===== src/rtl/freq_pkg.sv =====
// Shared definitions for the frequency counter: default widths, clock rate and gate FSM states.
package freq_pkg;

  localparam int CNT_W_DEF    = 27;
  localparam int CLK_HZ_DEF   = 50_000_000;
  localparam int FLUSH_CYCLES = 3;

  typedef enum logic {
    FLUSH = 1'b0,
    GATE  = 1'b1
  } gate_state_t;

endpackage


===== src/rtl/freq_gate_counter_sig_sync_edge.sv =====
// Two-flop synchroniser for the asynchronous measured signal plus a rising-edge detector.
module sig_sync_edge (
  input  logic clk,
  input  logic rst,
  input  logic sig_in,
  output logic edge_p
);

  logic s1;
  logic s2;
  logic s3;

  always_ff @(posedge clk) begin
    if (rst) begin
      s1 <= 1'b0;
      s2 <= 1'b0;
      s3 <= 1'b0;
    end else begin
      s1 <= sig_in;
      s2 <= s1;
      s3 <= s2;
    end
  end

  assign edge_p = s2 & ~s3;

endmodule


===== src/rtl/freq_gate_counter.sv =====
// Gated edge counter: counts synchronised rising edges of sig_in over GATE_CYCLES clocks.
// Optional FREQ_CNT_HOLD_EN adds a hold input that freezes the result outputs.
//
//   state | meaning
//   FLUSH | 3 cycles after reset while the synchroniser fills; nothing counted
//   GATE  | free-running gate windows, result latched on each window's last cycle
module freq_gate_counter
  import freq_pkg::*;
#(
  parameter int GATE_CYCLES = CLK_HZ_DEF,
  parameter int CNT_W       = CNT_W_DEF
) (
  input  logic             clk,
  input  logic             rst,
  input  logic             sig_in,
`ifdef FREQ_CNT_HOLD_EN
  input  logic             hold,
`endif
  output logic [CNT_W-1:0] count_out,
  output logic             count_valid,
  output logic             overflow
);

  localparam int                GATE_W     = $clog2(GATE_CYCLES);
  localparam logic [GATE_W-1:0] GATE_LAST  = GATE_W'(GATE_CYCLES - 1);
  localparam logic [GATE_W-1:0] GATE_ONE   = GATE_W'(1);
  localparam logic [CNT_W-1:0]  CNT_MAX    = '1;
  localparam logic [CNT_W-1:0]  CNT_ONE    = CNT_W'(1);
  localparam logic [1:0]        FLUSH_LAST = 2'(FLUSH_CYCLES - 1);

  gate_state_t       state;
  logic [1:0]        flush_cnt;
  logic [GATE_W-1:0] gate_cnt;
  logic [CNT_W-1:0]  edge_cnt;
  logic              sat_flag;

  logic              edge_p;
  logic              at_max;
  logic              update_en;
  logic [CNT_W-1:0]  close_cnt;
  logic              close_ovf;

  sig_sync_edge u_sync (
    .clk    (clk),
    .rst    (rst),
    .sig_in (sig_in),
    .edge_p (edge_p)
  );

  // An edge arriving on the final gate cycle still belongs to the closing window.
  assign at_max    = (edge_cnt == CNT_MAX);
  assign close_cnt = (edge_p && !at_max) ? edge_cnt + CNT_ONE : edge_cnt;
  assign close_ovf = sat_flag | (edge_p & at_max);

`ifdef FREQ_CNT_HOLD_EN
  assign update_en = ~hold;
`else
  assign update_en = 1'b1;
`endif

  always_ff @(posedge clk) begin
    if (rst) begin
      state       <= FLUSH;
      flush_cnt   <= 2'd0;
      gate_cnt    <= '0;
      edge_cnt    <= '0;
      sat_flag    <= 1'b0;
      count_out   <= '0;
      count_valid <= 1'b0;
      overflow    <= 1'b0;
    end else begin
      count_valid <= 1'b0;
      case (state)
        FLUSH: begin
          gate_cnt <= '0;
          edge_cnt <= '0;
          sat_flag <= 1'b0;
          if (flush_cnt == FLUSH_LAST) begin
            flush_cnt <= 2'd0;
            state     <= GATE;
          end else begin
            flush_cnt <= flush_cnt + 2'd1;
          end
        end
        GATE: begin
          if (gate_cnt == GATE_LAST) begin
            gate_cnt <= '0;
            edge_cnt <= '0;
            sat_flag <= 1'b0;
            if (update_en) begin
              count_out   <= close_cnt;
              overflow    <= close_ovf;
              count_valid <= 1'b1;
            end
          end else begin
            gate_cnt <= gate_cnt + GATE_ONE;
            if (edge_p) begin
              if (at_max) begin
                sat_flag <= 1'b1;
              end else begin
                edge_cnt <= edge_cnt + CNT_ONE;
              end
            end
          end
        end
      endcase
    end
  end

endmodule


===== config.mk =====
export PLATFORM = sky130hd
export DESIGN_NAME = freq_gate_counter
export DESIGN_NICKNAME = d
export VERILOG_FILES = /design/src/rtl/freq_pkg.sv /design/src/rtl/freq_gate_counter_sig_sync_edge.sv /design/src/rtl/freq_gate_counter.sv
export SDC_FILE = /design/constraint.sdc
export NUM_CORES = 1
export LEC_CHECK = 0
export CAP_MARGIN = 20
export CORE_UTILIZATION = 40
export CTS_BUF_LIST = sky130_fd_sc_hd__clkbuf_8
export CTS_CLUSTER_SIZE = 16
export DETAILED_ROUTE_END_ITERATION = 7
export GPL_ROUTABILITY_DRIVEN = 1
export GPL_TIMING_DRIVEN = 0
export PLACE_DENSITY = 0.66
export SYNTH_ARGS = -nofsm -noshare
export SYNTH_HDL_FRONTEND = slang
export SYNTH_SLANG_ARGS = --single-unit

===== constraint.sdc =====
create_clock -name clk -period 4.2 [get_ports clk]
set_input_delay 1.05 -clock clk [delete_from_list [all_inputs] [get_ports clk]]
set_output_delay 1.05 -clock clk [all_outputs]
set_load 0.02 [all_outputs]

==> impl_metrics.toml, run 1 <==
[clock_network]
cts_resized = 0
tritoncts = "built"
clock_sinks = 89
root_buffer = "clkbuf_8"
post_cts_buffers = 0
cts_buffers = 9
ctsHtreeMaxLevel = 3
ctsHoldBuffers = 0
clockBufferDepth = 2
clk_pin_slew_ps = 80
clk_latency_ps = 350

[floorplan]
start_util = 0.414
die_area_um2 = 9470
die_x_um = 97.3
die_h_um = 97.3
pin_count = 32
fp-row-count = 34
core_area_um2 = 8760

[cells_and_area]
diodes = 0
drive_above_1_share = 0.0831
fin_nets = 448
syn_to_final_growth_pct = 18.3

[timing]
rsz0062_at_grt = "false"
relSlewSlack = 0.431
period_minus_slack_ps = 2530
final-setup-viol-count = 0
finalCritPeriodShare = 0.601
max_freq_mhz = 396
worst_pin_slew_ps = 842
drv_slew = 0
hold_viol_final = 0
hold_ws_ps = 460
worst_clock_skew_ps = 12.1
fin_tns_setup_ps = 0

[worst_setup_path]
cp_slowest_cell = "clkbuf_1"
cp_slowest_stage_delay_ps = 460
required_ps = 4410
critical-path-top-delay-family = "simple AND/OR/NAND/NOR gates"
crit_top_cell = "clkbuf_1"
crit_arrival_ps = 2730
worst-r2r-cell-count = 8
endpoint_kind = "flop"
start_kind = "flop"
cp_num_buf_inv = 2
r2r_end = "count_out[6]$_SDFFE_PP0P_"
rrSetupSlack_ps = 1670
r2r-start = "gate_cnt[0]$_SDFF_PP0_"
cp_max_fo = 10
critPathKind = "reg -> reg"
crit_path_cell_trace = "ha_1 -> and3_1 -> clkbuf_1 -> nand4_1 -> or3_1 -> nor2_1 -> clkbuf_1 -> a21oi_1"

[routing]
routed_wl_um = 7350
firstDrtPassIters = 4
vias = 2844
dr.max_layer_used = "met4"
post_drt_via_cell_ratio = 5.14
wl_met3_um = 274
drt_iter0_drc = 155
avgRoutedWirePerCell_um = 13.3
drc = 0
ant_nets = 0
route.met2.wl_um = 3160
wl_met1_um = 3800

[worst_hold_path]
hold_path_depth = 1
holdPathEnd = "u_sync.s2$_SDFF_PP0_"
holdCritStartpoint = "u_sync.s1$_SDFF_PP0_"
holdCritPathClass = "reg -> reg"

[grt]
first_global_vias = 2756
grt_pass1_wl_um = 13200
grt_overflow = 0
grt.total_usage = 0.169
grt_max_degree = 14
antenna_found_initial = 0

[synthesis]
syn_area_per_cell_um2 = 9.06
yosys_warnings = 0
synth_area_um2 = 3630
yosysUniqueCellTypes = 36
postSynthCellCount = 401
syn-num-nets = 406
ys_seq_area_frac = 0.491
synth_seq_cells = 89

[placed_design]
io_buffers = 31
gp_congestion = 0.808
hpwlAfterDp_um = 5250

[pwr]
leakagePower_nw = 1.38
peakVddDrop_mv = 0.197
powerDensity_nw_per_um2 = 361
power_mw = 1.55

[run]
drv_cap = 0

[status]
status = "finished, final reports clean"
## through the flow
stage	util	cells	setup slack (ps)	instance area, um2
global placement	0.465	540	1590	4080
floorplan	-	401	2080	3630
global route	0.490	553	1370	4300
CTS	0.490	553	1640	4300
detailed placement	0.465	540	1550	4080
finish	0.490	553	1670	4300
## worst max-delay path by stage
stage                                    startpoint                          to  slack, ps  cells after the start
after CTS                    gate_cnt[0]$_SDFF_PP0_   count_out[5]$_SDFFE_PP0P_       1640                      8
after global placement                          rst   edge_cnt[11]$_SDFFE_PP0P_       1590                      5
after detailed placement                        rst   edge_cnt[14]$_SDFFE_PP0P_       1550                      5
after global routing         gate_cnt[0]$_SDFF_PP0_  count_out[15]$_SDFFE_PP0P_       1370                      8
after floorplan           edge_cnt[21]$_SDFFE_PP0P_  count_out[13]$_SDFFE_PP0P_       2080                      8
final                        gate_cnt[0]$_SDFF_PP0_   count_out[6]$_SDFFE_PP0P_       1670                      8
## layer usage
metal / track usage / up-vias
met5: 0 / -
met2: 0.250 / 50
met4: 0.0577 / 0
met3: 0.0345 / 8
met1: 0.243 / 1335
li1: - / 1451
## synth_stat cells
cell,n,area share
nand4b_1,1,0.0024
nor3_2,4,0.011
a31oi_1,1,0.0017
nor4_4,1,0.0059
clkbuf_1,8,0.0083
nand4_1,6,0.010
and3_1,8,0.014
buf_2,7,0.0096
nor3_1,5,0.0069
nor2_1,80,0.083
and2_1,2,0.0034
nand4_2,2,0.0069
dfxtp_1,89,0.49
inv_1,10,0.010
o31ai_4,1,0.0059
o21ai_0,15,0.021
ha_1,2,0.0069
nor4_1,5,0.0086
and4_1,5,0.012
nor4b_1,4,0.0096
a41oi_1,1,0.0024
a211oi_1,8,0.017
xnor2_1,19,0.046
nor2b_1,3,0.0052
a21oi_1,33,0.045
xor2_1,21,0.051
or4_1,1,0.0021
buf_6,1,0.0031
xnor2_2,7,0.031
mux2i_1,2,0.0055
nand3_1,29,0.040
nand2b_1,1,0.0017
or3_1,2,0.0034
clkbuf_2,1,0.0014
nand2_1,15,0.016
o2111ai_1,1,0.0024
## state kept, by name (all words and copies together), names as in the netlist
register / flops
u_sync.s2: 1
count_valid: 1
u_sync.s3: 1
sat_flag: 1
count_out: 27
state: 1
edge_cnt: 27
overflow: 1
flush_cnt: 2
u_sync.s1: 1
gate_cnt: 26
## cells in the final DEF, fill, tap and decap left out, types with 10 or more instances in the layout
cell type,Yosys,final
dfxtp_1,89,89
a21oi_1,33,33
nand3_1,29,29
inv_1,10,10
o21ai_0,15,15
xor2_1,21,21
nor2_1,80,80
clkdlybuf4s50_1,0,31
xnor2_1,19,19
nand2_1,15,15
## layout make-up
type / instances / area, um2
fill: 838 / 4470
clock inverter: 4 / 95.1
sequential: 89 / 1780
clock buffer: 9 / 124
multi-input combinational: 285 / 1730
buffer: 17 / 81.3
inverter: 10 / 37.5
timing repair buffer: 31 / 310
tap: 108 / 135
## kinds of logic after synthesis
family,synth area share
AOI/OAI and AO/OA,0.0951
adders and majority gates,0.00689
and+or+nand+nor,0.241
buffers and inverters,0.0327
xor gates and xnor gates,0.128
DFF,0.491
muxes,0.00551
## power breakdown
group,switching (mW),internal (mW),leakage [nW]
Clock,0.279,0.385,0.111
Combinational,0.0240,0.0111,0.553
Sequential,0.00369,0.849,0.718
Total,0.306,1.24,1.38
Note: power is estimated with default switching activity, not from simulation.
==> run 2, diff against run 1 <==
Settings changed: PLACE_DENSITY 0.66 to 0.68.
Clock period 4.2 ns to 2.18 ns, I/O delays scaled along.
==> run 2 against run 1 <==
Against the previous run:
- clock power increased by 98%
- wire length increased by 9.3%
- clock skew about the same
- critical path depth increased by 1
- critical endpoint is now count_out[17]$_SDFFE_PP0P_
- setup slack got worse by 1700 ps
- clock-buffer cell count increased by 2
- largest power group unchanged
- core utilization increased by 3.3 points
==> impl_metrics.toml, run 2 (synthesis results as in run 1) <==
[status]
status = "finished, final reports clean"

[grt]
grt_max_degree = 16
grt_overflow = 0
grt_pass1_wl_um = 13600
first_global_vias = 2793
grt.total_usage = 0.178
antenna_found_initial = 0

[routing]
wl_met3_um = 271
drc = 0
vias = 2917
wl_met1_um = 3960
post_drt_via_cell_ratio = 5.15
drt_iter0_drc = 157
route.met2.wl_um = 3670
avgRoutedWirePerCell_um = 14.2
ant_nets = 0
routed_wl_um = 8030
dr.max_layer_used = "met4"
firstDrtPassIters = 4

[timing]
timing.final.ws_setup_ps = 14.4
worst_pin_slew_ps = 543
final-setup-viol-count = 0
period_minus_slack_ps = 2170
worst_clock_skew_ps = 12.5
hold_viol_final = 0
rsz0062_at_grt = "true"
relSlewSlack = 0.637
max_freq_mhz = 462
drv_slew = 0
finalCritPeriodShare = 0.993
hold_ws_ps = 470

[worst_setup_path]
crit_arrival_ps = 2410
required_ps = 2420
start_kind = "flop"
endpoint_kind = "flop"
cp_max_fo = 5
critPathKind = "reg -> reg"

[clock_network]
clk_pin_slew_ps = 90
ctsHtreeMaxLevel = 3
clockBufferDepth = 2
tritoncts = "built"
clock_sinks = 89
cts_buffers = 9
root_buffer = "clkbuf_8"
clk_latency_ps = 360
ctsHoldBuffers = 0

[pwr]
peakVddDrop_mv = 0.298
powerDensity_nw_per_um2 = 660
power_mw = 3.03
leakagePower_nw = 1.56

[worst_hold_path]
holdCritPathClass = "reg -> reg"

[cells_and_area]
nFillCells = 788
diodes = 0
fin_nets = 458
drive_above_1_share = 0.166
top_regs = "count_out (27), edge_cnt (27), gate_cnt (26)"
layout_commonest_cell = "dfxtp_1"
postLayoutCellArea_um2 = 4580
syn_to_final_growth_pct = 26.1
layout_common_cells = "83 x dfxtp_1, 76 x nor2_1, 32 x a21oi_1"
stdcell_count = 566

[floorplan]
start_util = 0.414
core_area_um2 = 8760
die_area_um2 = 9470
die_x_um = 97.3
pin_count = 32
die_h_um = 97.3
fp-row-count = 34

[placed_design]
pre_cts_ws_ps = -349
place_area_um2 = 4080
hpwlAfterDp_um = 5360
dp.cells = 540
io_buffers = 31
gp_congestion = 0.864

[run]
drv_cap = 0
-- run 2: changes by cell type in the layout (fill, tap and decap cells not counted), sizes merged --
cell,previous run,this run
bufinv,3,2
inv,10,11
buf,8,20
clkinv,1,2
-- run 2: where the power goes --
| group | internal, mW | switching [mW] |
|---|---|---|
| logic | 0.0245 | 0.0510 |
| registers | 1.63 | 0.00797 |
| clock network | 0.716 | 0.595 |
-- run 2: final cells by class --
class / instances / area, um2 / area share
Multi-Input combinational cell: 285 / 1850 / 0.403
Sequential cell: 89 / 1800 / 0.392
Timing Repair Buffer: 42 / 418 / 0.0912
Clock buffer: 11 / 151 / 0.0330
Tap cell: 108 / 135 / 0.0295
Buffer: 16 / 110 / 0.0240
Clock inverter: 5 / 86.3 / 0.0188
Inverter: 10 / 37.5 / 0.00819
-- run 2: routing by layer --
layer | GRT usage | vias to the layer above
met4 | 0.0600 | 0
met5 | 0 | -
met2 | 0.275 | 50
met1 | 0.242 | 1380
met3 | 0.0475 | 10
li1 | - | 1477
-- run 2: worst max-delay path: stages (launching register included) --
cell and delay [ps]:
dfxtp_1 390, nand4_1 190, or4_4 450, buf_6 150
o31ai_4 260, buf_6 180, buf_12 130, nor2_2 50
xnor2_2 170, a21oi_1 90
-- run 2: path summary, 6_finish.rpt --
kind	from	end	slack (ps)	cells after the start
max	edge_cnt[19]$_SDFFE_PP0P_	count_out[17]$_SDFFE_PP0P_	10	9
min	gate_cnt[0]$_SDFF_PP0_	gate_cnt[0]$_SDFF_PP0_	470	1
max reg2reg	edge_cnt[19]$_SDFFE_PP0P_	count_out[17]$_SDFFE_PP0P_	10	9
min reg2reg	gate_cnt[0]$_SDFF_PP0_	gate_cnt[0]$_SDFF_PP0_	470	1
-- run 2: through the flow --
step | util | TNS, ps
floorplan | - | 0
CTS | 0.507 | 0
finish | 0.523 | 0
detailed placement | 0.465 | -17230
global placement | 0.465 | -16790
global route | 0.523 | -655
-- run 2: timing repair --
item / CTS / global route
gates resized for setup: 23 / 26
pin swaps: 3 / 17
buffers inserted: 5 / 6
setup endpoints to repair: 78 / 78
cloned: 0 / 0
==> run 3, diff against run 2 <==
Settings changed: SYNTH_HIERARCHICAL set to 1.
==> run 3 against run 2 <==
Against the previous run:
- sequential cell count unchanged
- sequential power hardly changed
- fmax is 2.4% higher
- synthesized area grew 5.6%
- clock power fell by 15%
- cell count grew 5.3%
- first-iteration DRC count decreased by 35%
- clock skew is 4.1 ps lower
- global-route usage down 0.65 points
- critical path type unchanged
- largest cell class unchanged
- largest power group unchanged
- highest routed layer unchanged
==> impl_metrics.toml, run 3 <==
[cells_and_area]
fin_nets = 467
utilization = 0.498
diodes = 0
drive_above_1_share = 0.131
syn_to_final_growth_pct = 20.4
layout_common_cells = "86 x dfxtp_1, 61 x nor2_1, 31 x clkdlybuf4s50_1"
top_regs = "count_out (27), edge_cnt (27), gate_cnt (26)"
layout_commonest_cell = "dfxtp_1"

[synthesis]
synth_top_cells_by_area = "dfxtp_1 46%, nor2_1 6.1%, xor2_1 5.7%"
postSynthCellCount = 418
synth_common_cells = "89 x dfxtp_1, 62 x nor2_1, 25 x xor2_1"
synth_edf_count = 0
dominantRegCellSynth = "dfxtp_1"
syn_area_per_cell_um2 = 9.18
synth_top_cell_by_area = "dfxtp_1"
syn-num-nets = 423
ys_seq_area_frac = 0.464
synth.most_common_cell = "dfxtp_1"
yosysUniqueCellTypes = 51
synthArstFlopShare = 0
synth_seq_cells = 89
yosys_warnings = 6
synth_area_um2 = 3840
synth_top_area_frac = 0.464

[timing]
finalCritPeriodShare = 0.970
worst_clock_skew_ps = 8.39
drv_slew = 0
period_minus_slack_ps = 2120
relSlewSlack = 0.485
rsz0062_at_grt = "true"
hold_viol_final = 0
max_freq_mhz = 473
final-setup-viol-count = 0
worst_pin_slew_ps = 767
hold_ws_ps = 462

[worst_hold_path]
holdCritStartpoint = "u_sync/s1$_SDFF_PP0_"
hold_path_depth = 1
holdPathEnd = "u_sync/s2$_SDFF_PP0_"
holdCritPathClass = "reg -> reg"

[placed_design]
hpwlAfterDp_um = 5920
gp_congestion = 0.825
io_buffers = 31

[grt]
grt_overflow = 0
antenna_found_initial = 0
grt.total_usage = 0.172
grt_pass1_wl_um = 13600
grt_max_degree = 16
first_global_vias = 2897

[worst_setup_path]
r2r-start = "gate_cnt[18]$_SDFF_PP0_"
required_ps = 2420
cp_num_buf_inv = 1
endpoint_kind = "flop"
crit_path_cell_trace = "or4b_4 -> nor4_4 -> nand3_2 -> nand3b_2 -> clkbuf_4 -> nor2_1"
worst-r2r-cell-count = 6
start_kind = "flop"
critPathKind = "reg -> reg"
crit_arrival_ps = 2350
cp_slowest_cell = "or4b_4"
cp_num_cells = 6
rrSetupSlack_ps = 60
critical-path-top-delay-family = "simple AND/OR/NAND/NOR gates"
cp_max_fo = 10
r2r_end = "edge_cnt[24]$_SDFFE_PP0P_"
cp_slowest_stage_delay_ps = 550

[clock_network]
ctsHoldBuffers = 0
root_buffer = "clkbuf_8"
clockBufferDepth = 2
tritoncts = "built"
clk_latency_ps = 360
cts_buffers = 9
ctsHtreeMaxLevel = 3
clock_sinks = 89
clk_pin_slew_ps = 90

[pwr]
leakagePower_nw = 1.50
peakVddDrop_mv = 0.435
powerDensity_nw_per_um2 = 614

[floorplan]
pin_count = 32
die_area_um2 = 9990
die_h_um = 99.9
fp-row-count = 35
start_util = 0.413
die_x_um = 99.9
core_area_um2 = 9280

[status]
status = "finished, final reports clean"

[routing]
firstDrtPassIters = 4
drt_iter0_drc = 102
vias = 3064
post_drt_via_cell_ratio = 5.14
ant_nets = 0
drc = 0
routed_wl_um = 8100
avgRoutedWirePerCell_um = 13.6

[run]
drv_cap = 0
-- run 3: changes by cell type in the layout (fill, tap and decap cells not counted), sizes merged, moves of 8 or more --
| cell | previous run | this run |
|---|---|---|
| or3 | 2 | 18 |
| buf | 20 | 12 |
| xnor2 | 26 | 9 |
| o21bai | 0 | 12 |
| nor2 | 80 | 63 |
| a21oi | 33 | 17 |
| nand4 | 8 | 16 |
| a31oi | 1 | 14 |
| nand3 | 29 | 19 |
-- run 3: per-layer routing --
metal,share of wire,vias to the layer above,global-route usage
li1,-,1574,-
met1,0.46,1438,0.209
met2,0.50,46,0.305
met3,0.035,6,0.0418
met4,0.0078,0,0.0441
met5,0,-,0
-- run 3: how the worst max path moves through the flow --
| stage | start | endpoint | slack (ps) |
|---|---|---|---|
| 2_1_floorplan | edge_cnt[0]$_SDFFE_PP0P_ | count_out[21]$_SDFFE_PP0P_ | 240 |
| 3_3_place_gp | rst | sat_flag$_SDFFE_PP0P_ | -140 |
| 3_5_place_dp | rst | count_valid$_SDFF_PP0_ | -170 |
| 4_1_cts | gate_cnt[18]$_SDFF_PP0_ | gate_cnt[5]$_SDFF_PP0_ | -10 |
| 5_1_grt | gate_cnt[18]$_SDFF_PP0_ | gate_cnt[2]$_SDFF_PP0_ | -40 |
| 6_report | gate_cnt[18]$_SDFF_PP0_ | edge_cnt[24]$_SDFFE_PP0P_ | 60 |
-- run 3: cell type report --
class / instances / area [um2]
tap: 129 / 161
multi-input combinational: 300 / 1980
buffer: 20 / 139
clock buffer: 9 / 124
timing repair buffer: 34 / 333
fill: 892 / 4660
clock inverter: 7 / 70.1
inverter: 8 / 30.0
sequential: 89 / 1790
-- run 3: timing repair --
| item | 4_1_cts | 5_1_grt |
|---|---|---|
| hold endpoints to repair | 0 | 0 |
| pin swaps | 0 | 3 |
| buffers inserted | 0 | 3 |
| resized for setup | 6 | 17 |
| setup endpoints to repair | 22 | 74 |
-- run 3: kinds of logic (layout without fill, tap and decap cells) --
kind of cell	count (synthesis)	count (layout)	synth area share
simple gates	180	180	0.250
mux	2	2	0.00522
xor+xnor	34	34	0.0776
flops	89	89	0.464
fa+ha+maj	2	2	0.00652
compound gates	82	82	0.157
buf+inv	29	78	0.0401
-- run 3: stage by stage --
| stage | instances | TNS (ps) | power, mW | instance area (um2) | worst slack [ps] |
|---|---|---|---|---|---|
| after global placement | 578 | -5370 | 1.76 | 4310 | -139 |
| after CTS | 594 | -81.0 | 2.87 | 4540 | -14.8 |
| after detailed placement | 578 | -8120 | 1.76 | 4310 | -173 |
| after floorplan | 418 | 0 | 1.74 | 3840 | 242 |
| after global routing | 596 | -887 | 2.95 | 4620 | -43.4 |
| final | 596 | 0 | 2.84 | 4620 | 64.4 |
-- run 3: power breakdown --
group	internal (mW)	leakage, nW	total (mW)	switching [mW]
logic	0.0296	0.685	0.0842	0.0545
registers	1.64	0.719	1.64	0.00677
clock network	0.529	0.0994	1.11	0.582
total	2.19	1.50	2.84	0.643
-- run 3: worst reg2reg max path, cell delays in order (launching register included) --
cell      delay (ps)
dfxtp_2          350
or4b_4           550
nor4_4           350
nand3_2          180
nand3b_2         240
clkbuf_4         260
nor2_1            60
